## src/rtl/div_pkg.sv

```systemverilog
// Shared types and constants for the parametrised non-restoring divider.
package div_pkg;

  typedef enum logic [1:0] {
    StIdle,
    StDivide,
    StCorrect,
    StDone
  } div_state_e;

  localparam int unsigned DivWidth = 16;

  typedef struct packed {
    logic [DivWidth-1:0] quotient;
    logic [DivWidth-1:0] remainder;
    logic                div_by_zero;
    logic                overflow;
  } div_result_t;

  // Most negative two's-complement value of width w, zero-extended to 32 bits.
  function automatic logic [31:0] div_min(input int unsigned w);
    return 32'(1) << (w - 1);
  endfunction

  function automatic logic [31:0] div_ones(input int unsigned w);
    return (w >= 32) ? 32'hFFFF_FFFF : ((32'(1) << w) - 32'(1));
  endfunction

endpackage

```

## src/rtl/nr_div_step.sv

```systemverilog
// One combinational radix-2 non-restoring iteration: shift in the next dividend bit, add or
// subtract the divisor according to the sign of the partial remainder.
module nr_div_step #(
  parameter int unsigned WIDTH = 16
) (
  input  logic [WIDTH:0]   p_i,
  input  logic             q_msb_i,
  input  logic [WIDTH-1:0] b_i,
  output logic [WIDTH:0]   p_o,
  output logic             q_bit_o
);

  logic [WIDTH:0] p_sh;
  logic [WIDTH:0] b_ext;

  // |P| never exceeds B, so modular WIDTH+1 arithmetic equals the wider sum truncated.
  always_comb begin
    p_sh    = {p_i[WIDTH-1:0], q_msb_i};
    b_ext   = {1'b0, b_i};
    p_o     = p_i[WIDTH] ? (p_sh + b_ext) : (p_sh - b_ext);
    q_bit_o = ~p_o[WIDTH];
  end

endmodule

```

## src/rtl/nonrestoring_divider_param.sv

```systemverilog
// Multi-cycle signed/unsigned non-restoring divider, one quotient bit per cycle.
// Define DIV_SHORTCUT_EN to finish |A| < |B| requests in a single cycle.
module nonrestoring_divider_param
  import div_pkg::*;
#(
  parameter int unsigned WIDTH = 16,
  parameter int unsigned CNT_W = $clog2(WIDTH + 1)
) (
  input  logic             clk,
  input  logic             reset_n,
  input  logic             in_valid,
  output logic             in_ready,
  input  logic             signed_mode,
  input  logic [WIDTH-1:0] dividend,
  input  logic [WIDTH-1:0] divisor,
  output logic             out_valid,
  input  logic             out_ready,
  output logic [WIDTH-1:0] quotient,
  output logic [WIDTH-1:0] remainder,
  output logic             div_by_zero,
  output logic             overflow,
  output logic             busy
);

  localparam logic [WIDTH-1:0] MinVal  = WIDTH'(div_min(WIDTH));
  localparam logic [WIDTH-1:0] OnesVal = WIDTH'(div_ones(WIDTH));

  div_state_e       state_q, state_d;
  logic [WIDTH:0]   p_q, p_d;
  logic [WIDTH-1:0] b_q, b_d;
  logic [WIDTH-1:0] q_q, q_d;
  logic [CNT_W-1:0] cnt_q, cnt_d;
  logic             neg_q_q, neg_q_d;
  logic             neg_r_q, neg_r_d;
  logic [WIDTH-1:0] quot_q, quot_d;
  logic [WIDTH-1:0] rem_q, rem_d;
  logic             dbz_q, dbz_d;
  logic             ovf_q, ovf_d;

  logic             a_neg, b_neg, b_zero, is_ovf, short_hit;
  logic [WIDTH-1:0] abs_a, abs_b, r_mag;
  logic [WIDTH:0]   step_p;
  logic             step_qbit;

  nr_div_step #(
    .WIDTH(WIDTH)
  ) u_step (
    .p_i    (p_q),
    .q_msb_i(q_q[WIDTH-1]),
    .b_i    (b_q),
    .p_o    (step_p),
    .q_bit_o(step_qbit)
  );

  always_comb begin
    a_neg  = signed_mode & dividend[WIDTH-1];
    b_neg  = signed_mode & divisor[WIDTH-1];
    abs_a  = a_neg ? (~dividend + 1'b1) : dividend;
    abs_b  = b_neg ? (~divisor + 1'b1) : divisor;
    b_zero = (divisor == '0);
    is_ovf = signed_mode && (dividend == MinVal) && (divisor == OnesVal);
`ifdef DIV_SHORTCUT_EN
    short_hit = (abs_a < abs_b);
`else
    short_hit = 1'b0;
`endif
    r_mag = p_q[WIDTH] ? (p_q[WIDTH-1:0] + b_q) : p_q[WIDTH-1:0];
  end

  always_comb begin
    state_d = state_q;
    p_d     = p_q;
    b_d     = b_q;
    q_d     = q_q;
    cnt_d   = cnt_q;
    neg_q_d = neg_q_q;
    neg_r_d = neg_r_q;
    quot_d  = quot_q;
    rem_d   = rem_q;
    dbz_d   = dbz_q;
    ovf_d   = ovf_q;
    unique case (state_q)
      StIdle: begin
        if (in_valid) begin
          if (b_zero) begin
            quot_d  = OnesVal;
            rem_d   = dividend;
            dbz_d   = 1'b1;
            ovf_d   = 1'b0;
            state_d = StDone;
          end else if (is_ovf) begin
            quot_d  = MinVal;
            rem_d   = '0;
            dbz_d   = 1'b0;
            ovf_d   = 1'b1;
            state_d = StDone;
          end else if (short_hit) begin
            quot_d  = '0;
            rem_d   = dividend;
            dbz_d   = 1'b0;
            ovf_d   = 1'b0;
            state_d = StDone;
          end else begin
            p_d     = '0;
            b_d     = abs_b;
            q_d     = abs_a;
            cnt_d   = CNT_W'(WIDTH);
            neg_q_d = a_neg ^ b_neg;
            neg_r_d = a_neg;
            state_d = StDivide;
          end
        end
      end
      StDivide: begin
        p_d   = step_p;
        q_d   = {q_q[WIDTH-2:0], step_qbit};
        cnt_d = cnt_q - 1'b1;
        if (cnt_q == CNT_W'(1)) state_d = StCorrect;
      end
      StCorrect: begin
        quot_d  = neg_q_q ? (~q_q + 1'b1) : q_q;
        rem_d   = neg_r_q ? (~r_mag + 1'b1) : r_mag;
        dbz_d   = 1'b0;
        ovf_d   = 1'b0;
        state_d = StDone;
      end
      StDone: begin
        if (out_ready) state_d = StIdle;
      end
      default: state_d = StIdle;
    endcase
  end

  always_ff @(posedge clk or negedge reset_n) begin
    if (!reset_n) begin
      state_q <= StIdle;
      p_q     <= '0;
      b_q     <= '0;
      q_q     <= '0;
      cnt_q   <= '0;
      neg_q_q <= 1'b0;
      neg_r_q <= 1'b0;
      quot_q  <= '0;
      rem_q   <= '0;
      dbz_q   <= 1'b0;
      ovf_q   <= 1'b0;
    end else begin
      state_q <= state_d;
      p_q     <= p_d;
      b_q     <= b_d;
      q_q     <= q_d;
      cnt_q   <= cnt_d;
      neg_q_q <= neg_q_d;
      neg_r_q <= neg_r_d;
      quot_q  <= quot_d;
      rem_q   <= rem_d;
      dbz_q   <= dbz_d;
      ovf_q   <= ovf_d;
    end
  end

  assign in_ready    = (state_q == StIdle);
  assign busy        = (state_q != StIdle);
  assign out_valid   = (state_q == StDone);
  assign quotient    = quot_q;
  assign remainder   = rem_q;
  assign div_by_zero = dbz_q;
  assign overflow    = ovf_q;

endmodule

```

## config.mk

```make
export PLATFORM = sky130hd
export DESIGN_NAME = nonrestoring_divider_param
export DESIGN_NICKNAME = d
export VERILOG_FILES = /design/src/rtl/div_pkg.sv /design/src/rtl/nr_div_step.sv /design/src/rtl/nonrestoring_divider_param.sv
export SDC_FILE = /design/constraint.sdc
export NUM_CORES = 1
export LEC_CHECK = 0
export CAP_MARGIN = 20
export CORE_AREA = 2 2 177 179
export DETAILED_ROUTE_END_ITERATION = 7
export DIE_AREA = 0 0 179 181
export PLACE_DENSITY_LB_ADDON = 0.3
export RECOVER_POWER = 100
export SYNTH_ARGS = -nofsm -noshare
export SYNTH_HDL_FRONTEND = slang
export SYNTH_HIERARCHICAL = 1
export SYNTH_SLANG_ARGS = --single-unit
```

## constraint.sdc

```tcl
create_clock -name clk -period 4.5 [get_ports clk]
set_input_delay 0.45 -clock clk [delete_from_list [all_inputs] [get_ports clk]]
set_output_delay 0.45 -clock clk [all_outputs]
set_load 0.03 [all_outputs]
```

[Word-level counts from Yosys, hierarchy flattened]
Cells that the tools add are included.
Storage, ports and cells
  flip-flop bits (word level): 92
  input port bits: 37
  output and inout bits: 37
  logic and storage cells: 92
Operators by class
  $add $sub $neg: 8
  equal/unequal tests: 12
  mux-type cells: 40
  bitwise gates (word level): 10
  reduce and logical (&&, ||, !) cells: 11
Operators by type and width (number)
  $mux W16: 14
  $pmux W16 S2: 3
  $mux W17: 4
  $add A16 B1 Y16 const B: 4
  $not A16 Y16: 4
  $pmux W17 S2: 1
  $eq A16 B16 Y1 const B: 2
  $add A17 B16 Y17: 1
  $sub A17 B16 Y17: 1
  $add A16 B16 Y16: 1
  $logic_not A16 Y1: 1
  $mux W5: 3
  $mux W2: 5
  $pmux W5 S2: 1
  $ne A2 B2 Y1 const B: 4
  $pmux W2 S4: 1
  $reduce_and A4 Y1: 2
  $mux W1: 6
  $reduce_and A3 Y1: 2
  $reduce_bool A2 Y1: 3
  $eq A5 B1 Y1 const B: 1
  $sub A5 B1 Y5 const B: 1
  $eq A2 B2 Y1 const B: 2
  $pmux W1 S2: 2
  8 further kinds: 12

[Logic depth before layout (Yosys ltp)]
Gate-level depths: netlist of run 1.
  depth in word-level cells: 7
  mapped depth: 16
  depth with buffers taken out: 14

[Hierarchy]
The synthesis of run 1 kept the hierarchy.
Modules (own cells, without submodules)
  nonrestoring_divider_param: times used 1, cells each 753, area an instance 6341.1 um2
  nr_div_step: times used 1, cells each 166, area an instance 1169.9 um2

[Worst setup path after synthesis of run 1]
No wires, ideal clock.
  path kind: reg-to-reg
  start: reg b_q[0]
  end: reg q_q[0]
  library setup time: 0.121 ns
  arrival: 3.195 ns
  data required time: 4.379 ns
  slack: 1.184 ns
  stages on the path, launching flop included: 15
  period minus slack after synthesis: 3.316 ns
  cell sequence: dfrtp_1 or4_1 nor4_1 nor2b_1 a21oi_1 xor2_1 ha_1 clkbuf_1 a21oi_1 o211ai_1 a221oi_1 o31ai_1 xor2_1 mux2i_1 o21ai_1
Between the ends
  cells in the longest elaborated chain, start to end: 4
Ends and longest elaborated chain
  from (decl): RTL line nonrestoring_divider_param.sv:30  | logic [WIDTH-1:0] b_q, b_d;
  from (signal assigned): RTL line nonrestoring_divider_param.sv:138  | b_q <= '0;
  from (signal assigned): RTL line nonrestoring_divider_param.sv:150  | b_q <= b_d;
  $sub A17 B16 Y17 or $add A17 B16 Y17 (tied branches): RTL line nr_div_step.sv:20  | p_o = p_i[WIDTH] ? (p_sh + b_ext) : (p_sh - b_ext);
  $mux W17 (*): RTL line nr_div_step.sv:20
  $not A1 Y1 (*): RTL line nr_div_step.sv:21  | q_bit_o = ~p_o[WIDTH];
  via step_qbit: RTL line nonrestoring_divider_param.sv:43  | logic step_qbit;
  $pmux W16 S2 (*): RTL line nonrestoring_divider_param.sv:82  | unique case (state_q)
  to (signal assigned): RTL line nonrestoring_divider_param.sv:151  | q_q <= q_d;
  to (decl): RTL line nonrestoring_divider_param.sv:31  | logic [WIDTH-1:0] q_q, q_d;
The timed path passes the listed nets; every way through them passes the cells marked *.
A chain may end at the register's enable or synchronous reset.

[Worst setup path after layout of run 1]
  start: in dividend[0]
  end: reg dbz_q (netlist: div_by_zero)
Between the ends
  cells in the longest elaborated chain, start to end: 5
Ends and longest elaborated chain
  from (decl): RTL line nonrestoring_divider_param.sv:14  | input logic [WIDTH-1:0] dividend,
  $eq A16 B16 Y1: RTL line nonrestoring_divider_param.sv:61  | is_ovf = signed_mode && (dividend == MinVal) && (divisor == OnesVal);
  $logic_and A1 B1 Y1 (2 in a row): RTL line nonrestoring_divider_param.sv:61
  $ne A3 B1 Y1 (no line)
  $reduce_and A3 Y1 (no line)
  to (signal assigned): RTL line nonrestoring_divider_param.sv:157  | dbz_q <= dbz_d;
  to (decl): RTL line nonrestoring_divider_param.sv:37  | logic dbz_q, dbz_d;
Every way passes these cells.

==> results of run 1 <==
## cell usage in the layout (no fill, tap or decap), drive strengths merged, types with 4 or more instances in the layout
cell type      Yosys  routed
a21oi             72      72
or3                6       6
clkdlybuf4s50      0      33
nand4             10      10
and3               4       4
o21ai             79      79
nor3b              4       4
a21o              15      15
o221ai            16      16
mux2i              9       9
nor2              64      64
clkbuf            36      15
a31oi              7       7
o22ai              4       4
o211ai             7       7
nor2b              9       9
inv               28      31
ha                43      43
a211oi            14      14
nand2b             4       4
xnor2             43      43
o31ai              9       9
nand3             31      31
nor3              18      18
nand2            156     156
or4                5       5
dlygate4sd3        0      39
nor4              10      10
xor2              46      46
dfrtp             92      92
mux2               6       6
buf               16       5
and2               7       7
## logic make-up after synthesis
kind of cell / share of synthesized area, %
and+or+nand+nor: 21.51
AOI/OAI and AO/OA: 22.07
DFF: 30.65
xor gates and xnor gates: 10.79
buffers and inverters: 5.181
adders and majority gates: 7.696
muxes: 2.099
## per-layer routing
| layer | share of wire (%) | routed length, microns | global-route usage, % |
|---|---|---|---|
| met2 | 44 | 9789 | 21.46 |
| met5 | 0 | 0 | 0 |
| met4 | 1.8 | 408 | 4.098 |
| met3 | 3.4 | 759 | 1.494 |
| met1 | 51 | 11310 | 20.71 |
## synthesized netlist by cell type, types with 10 or more instances
library cell | n | share of area [%]
nand4_1 | 10 | 0.83
nand2_1 | 155 | 7.7
a21oi_1 | 71 | 4.7
o21ai_1 | 21 | 1.4
nor3_1 | 17 | 1.1
dfrtp_1 | 92 | 31
nand3_1 | 31 | 2.1
o221ai_1 | 15 | 1.7
clkbuf_1 | 32 | 1.6
o21ai_0 | 58 | 3.9
xor2_1 | 46 | 5.4
a21o_1 | 15 | 1.5
xnor2_1 | 42 | 4.9
nor2_1 | 64 | 3.2
inv_1 | 28 | 1.4
a211oi_1 | 11 | 1.1
ha_1 | 43 | 7.2
## state kept, by name (all words and copies together) (netlist names)
register	count
neg_q_q	1
neg_r_q	1
q_q	16
b_q	16
overflow	1
state_q	2
quotient	16
p_q	17
div_by_zero	1
remainder	16
cnt_q	5
## final timing paths
| path | from | to | slack [ps] | cells after the start |
|---|---|---|---|---|
| worst max-delay path | dividend[0] | div_by_zero | 540 | 9 |
| min in group asynchronous | reset_n | quotient[2] | 1230 | 1 |
| worst min register to register | quotient[3] | quotient[3] | 480 | 1 |
| worst min-delay path | quotient[3] | quotient[3] | 480 | 1 |
| max in group asynchronous | reset_n | p_q[16] | 1080 | 1 |
| worst max register to register | state_q[1] | q_q[0] | 730 | 7 |
## stage by stage
stage               area (sq um)  setup WS [ps]
floorplan                   7511           1184
global placement            8554          742.4
detailed placement          8554          712.6
CTS                         8838          799.5
global route                8810          260.9
finish                      8810          541.8
## worst max-delay path, cell delays in order
cell and delay [ps]:
dlygate4sd3_1 820, inv_1 120, ha_1 280, and2_0 290
a31oi_1 370, nor3_1 110, a21oi_2 1130, buf_12 280
mux2_2 340
## final cells by class
cell class / count / share of cell area (%)
Clock buffer: 11 / 2.755
Clock inverter: 5 / 0.4687
Inverter: 28 / 1.193
Multi-Input combinational cell: 747 / 54.86
Sequential cell: 92 / 26.15
Tap cell: 396 / 5.624
Timing Repair Buffer: 81 / 8.948
## power groups by stage
stage	registers [mW]	logic, mW	clock network, mW
after floorplan	1.69	3.19	0
after global placement	1.65	4.42	0
after detailed placement	1.66	4.42	0
after CTS	1.65	4.44	0.778
after global routing	1.71	4.82	0.819
final	1.64	4.36	0.751
==> results.txt, run 1 <==
Combinational logic burns 64.6% of the power. The count of pins over their slew limit is 149. The routed design has 22.27 mm of wire. The run finished, with violations left. STA puts the critical path data arrival time at 4210 ps.

Summed over all failing endpoints, the final setup total negative slack is 0 ps. In this run the remaining antenna-violating nets after routing total 0. The design draws 6.748 mW. The worst hold margin came out at 480.1 ps. The total power divided by cell area is 765.9 nW/um^2. The number of port buffers is 73. The timing-limited maximum frequency came out at 252.6 MHz. The worst path required time came out at 4750 ps. The number of buffers inserted to repair setup after CTS is 0. TritonCTS built the clock tree. The horizontal die dimension came out at 179 microns. The tool flagged a number of max-cap violations equal to 3. The async set-or-reset flop fraction in the synthesized netlist is 100.0%.

The initial antenna violation count was 0. The detailed placer's ending HPWL came out at 17.14 mm. The multi-input combinational cells in the finished layout cover a total of 4833 sq um.

The vertical die dimension came out at 181 microns. The buffer cell driving the clock tree root is clkbuf_16. The worst setup path is captured at a flop. The remaining routing DRC violations came out at 0. Per report_power, the sequential group accounts for 24.3% of the total. Across every metal layer, demand over resource in global routing totals 14.05%. The clock sink count came out at 92. In the final layout, flip-flops and latches occupy 2303 sq um. The via count of the first global-routing pass is 6361. The category of the critical setup timing path is in -> reg. The number of synthesized flops with an enable pin came out at 0. The final weighted congestion in routability-driven placement is 0.8408. The final reports fail on max-capacitance violations, max-slew violations. The final routed wire length divided by cell count is 16.37 microns. The area of the mapped netlist is 7511 sq um. The clock buffer count from CTS came out at 9. Entering global routing, the biggest net connects 61 pins.

The number of synthesis warnings came out at 6. The number of failing hold endpoints at the final stage is 0. Synthesis inferred 92 register bits. The final setup skew came out at 13.76 ps. The effective utilization at floorplan came out at 24.75%. In the final design database the tool counted 1041 nets. The proportion of total power due to net switching is 51.32%. The tightest min-delay check is of the reg -> reg type. The synthesized area per cell came out at 8.173 sq um.

The share of the Yosys chip area taken by registers is 30.65%. For the pin with the worst max-slew slack, the measured transition is 3410 ps. The share of power burned in the clock network came out at 11.1%. The area of the core came out at 30350 sq um.

The final count of negative-setup-slack endpoints came out at 0. The largest fanout on the critical path is 34. The worst setup path is launched from an input pin. The clock latency at the later pin of the worst-skew pair is 360 ps. The via-per-instance ratio came out at 4.907. The first detailed-routing pass ran for 5 iterations.

The global-route wire length before repair is 35.99 mm. The worst-case IR drop observed on VDD is 0.3272 mV. The die covers 32400 sq um. Clock-pin slew was measured on the worst setup and hold paths at 70 ps. Including well taps, the total number of placed cells is 1344. The H-tree generated during clock tree synthesis spans 3 levels. The distinct cell type count of the synthesized netlist came out at 85. Compared with the post-synthesis result, the final layout area differs by 17.29%. In the synthesized netlist the dominant register cell turns out to be dfrtp_1. The post-CTS resize count came out at 0. 74 I/O pins were placed. In this run the tightest slew margin relative to its limit is -127.3%. For the finished layout, the period the worst path requires is 3958 ps. The maximum clock path buffer count came out at 2. The via count is 6674. In the synthesized netlist, the number of instances is 919. The filler cell count came out at 3239.

The number of diodes added for antenna fixing came out at 0. In this run the core area contains 64 standard-cell rows. The static power due to leakage came out at 3.744 nW.

The switching power came out at 3.463 mW. The final standard cell utilization of the core came out at 29.03%. Cell internal power was estimated by the tool at 3.285 mW.

The number of cells in the finished layout apart from fillers came out at 1360. The fraction of layout instances using a drive strength above 1 is 6.120%. Setup repair after global routing left no endpoint under its margin. The number of nets produced by synthesis is 1001. The remaining global-route overflow is 0. The violation count after the first detailed-routing iteration is 442. The quantity of hold-fixing buffers added after cts is 0. The post-route clock period utilization is 87.96%.
Power figures use the tool's default switching activity.
==> run 2: changes to the inputs <==
--- a/config.mk
+++ b/config.mk
@@ -6,9 +6,9 @@
 export NUM_CORES = 1
 export LEC_CHECK = 0
 export CAP_MARGIN = 20
-export CORE_AREA = 2 2 177 179
+export CORE_AREA = 2 2 169 187
 export DETAILED_ROUTE_END_ITERATION = 7
-export DIE_AREA = 0 0 179 181
+export DIE_AREA = 0 0 171 189
 export PLACE_DENSITY_LB_ADDON = 0.3
 export RECOVER_POWER = 100
 export SYNTH_ARGS = -nofsm -noshare
==> results.txt, run 2 (synthesis gave the netlist of run 1 again) <==
Clock tree synthesis selected as its root buffer the cell clkbuf_16. The area growth from synthesis to layout is 17.41%. The startpoint identified for the worst register-to-register timing path is b_q[0]. The initial antenna violation count is 0. After legalization and detailed placement, the total HPWL measured 17.00 mm.

Net switching is 51.35% of the power. The number of ports placed on the die boundary came out at 74. STA classifies the critical path endpoint as a flop. The number of port buffers came out at 73.

The number of cells in the finished layout apart from fillers is 1379. The static power due to leakage is 3.735 nW. The transition at the pin with the smallest max-transition slack is 1947 ps.

The final setup skew is 9.189 ps. Counting I/O delays and the setup requirement, the final critical path takes 4012 ps. The share of power burned in the clock network is 10.9%. The global-route wire length before repair is 35.45 mm. For the worst flop-to-flop path, the logic depth is 13.

Global routing finished with a remaining overflow of 0. The pin count of the biggest net entering global routing came out at 74. Routability-driven placement finished with a final weighted congestion of 0.8520. Of the cells placed in the final design, the portion with a size suffix greater than 1 is 6.114%. Power spread over the standard cell area amounts to 761.7 nW/um^2. Summed over all layers, the routed wires come to 22.18 mm. The relative slew slack came out at -29.81%. The count of H-tree levels built during CTS came out at 3. The combined global-route utilization of all metal layers came out at 13.77%. The number of iterations in the first detailed-routing pass came out at 5. The final total negative setup slack came out at 0 ps. Tracing the worst setup path back leads to its startpoint at dividend[15]. The TritonCTS clock tree is built. At the worst endpoint, the required time is 4740 ps.

The final routed wire length divided by cell count came out at 16.08 microns. The via count of the first global-routing pass came out at 6496. More flip-flops sit in one register than any other, and that register is p_q. After detailed placement, the design holds a cell count of 1365. After routing the design area is 8818 sq um. The final count of negative-setup-slack endpoints is 0.

The number of diodes added for antenna fixing came out at 0. The checks that failed: max-capacitance violations, max-slew violations. The count of pins over their slew limit came to 74.

The clock latency at the later pin of the worst-skew pair came out at 350 ps. In this run the power spent charging and discharging nets is 3.449 mW. The largest fanout on the critical path came out at 56.

The number of antenna-violating nets in the routed design came out at 0. The sequential fraction of design power is 24.0%. For this configuration, the core starts out at a cell density of 24.75%. The number of buffers inserted to repair setup after CTS is 0.

The filler cell count is 3302. The number of hold buffers added after CTS was 0. The worst setup slack before clock tree synthesis is 782.3 ps. The max-capacitance violation count is 2. The floorplan step defined a die boundary enclosing 32320 sq um.

The hold path startpoint is quotient[3]. The timing-limited maximum frequency is 249.2 MHz. For this run, design rule violations remaining after detail routing come to 0. The critical path endpoint is div_by_zero. The worst setup path is launched from an input pin.

The endpoint arrival time on the critical path came out at 4250 ps. The maximum clock path buffer count came out at 2. In the layout the commonest cells are nand2_1, dfrtp_1, o21ai_0, a21oi_1, nor2_1. The via-per-instance ratio is 4.913.

The library cell used most frequently in the layout, excluding fill and tap cells, is nand2_1. The area of the core is 30350 sq um. The tightest min-delay check is of the reg -> reg type. From left edge to right edge, the die measures 171 microns. Detailed routing inserted a total of 6775 vias. The net count reported at finish came out at 1044. The combinational share of power came out at 65.1%.

The worst setup slack for register-to-register paths is 670 ps. The number of failing hold endpoints at the final stage is 0. The register with the most flip-flops in the layout has 17 of them. The post-route clock period utilization is 89.16%. The number of standard-cell rows in the floorplan came out at 67. The critical path is of the in -> reg type. The endpoint identified for the worst register-to-register timing path is q_q[0]. The internal cell power is 3.268 mW. Setup slack closes at 487.6 ps. After clock tree synthesis, the repair step resized 0 gates.

Setup repair after global routing left no endpoint under its margin. The maximum vdd drop came out at 0.2688 mV. The post-CTS clock slew at the launch and capture registers of the worst setup and hold paths came out at 70 ps.

The total design power is 6.717 mW. Summing all placed instances gives a cell area of 8587 sq um. The violation count after the first detailed-routing iteration came out at 474.

The clock sink count came out at 92. The vertical die dimension is 189 microns. The flow ran to the end, but the final reports show violations. The clock buffer count from CTS came out at 9.
## run 2: stage by stage
step / hold slack (ps) / utilization (%)
floorplan: 154.4 / -
global placement: 462.2 / 28.30
detailed placement: 465.8 / 28.30
CTS: 292.6 / 29.20
global route: 492.9 / 29.06
finish: 471.6 / 29.06
## run 2: layout make-up
class                           instances  area (sq um)  area share, %
Tap cell                              414         518.0          5.874
Timing Repair Buffer                   84         792.0          8.981
Inverter                               28         105.1          1.192
Clock buffer                           10         239.0          2.710
Multi-Input combinational cell        747          4825          54.71
Clock inverter                          4         36.28         0.4115
Sequential cell                        92          2303          26.12
## run 2: worst min-delay path by stage
stage,endpoint,slack [ps],cells past startpoint
2_1_floorplan,b_q[0],150,0
3_3_place_gp,quotient[14],460,1
3_5_place_dp,quotient[2],470,1
4_1_cts,quotient[5],290,1
5_1_grt,quotient[5],490,1
6_report,quotient[3],470,1
## run 2: metal layers
layer / global-route usage, % / wire length, microns / vias up
li1: - / - / 3364
met1: 18.14 / 10170 / 3276
met2: 23.85 / 11000 / 122
met3: 2.153 / 793 / 13
met4: 2.608 / 204 / 0
met5: 0 / 0 / -
## run 2: critical path: stages
cell,delay (ps)
dlygate4sd3_1,660
nand2_1,440
nor4_1,120
and4_1,250
a31oi_1,290
nor3_1,80
a21oi_1,600
clkbuf_2,900
mux2_2,410
## run 2: power by group through the flow
stage                     logic, mW  registers [mW]  clock network (mW)
after global placement         4.43            1.64                   0
after detailed placement       4.44            1.64                   0
after CTS                      4.47            1.63               0.752
final                          4.37            1.61               0.733
after global routing           4.83            1.68               0.789
after floorplan                3.19            1.69                   0
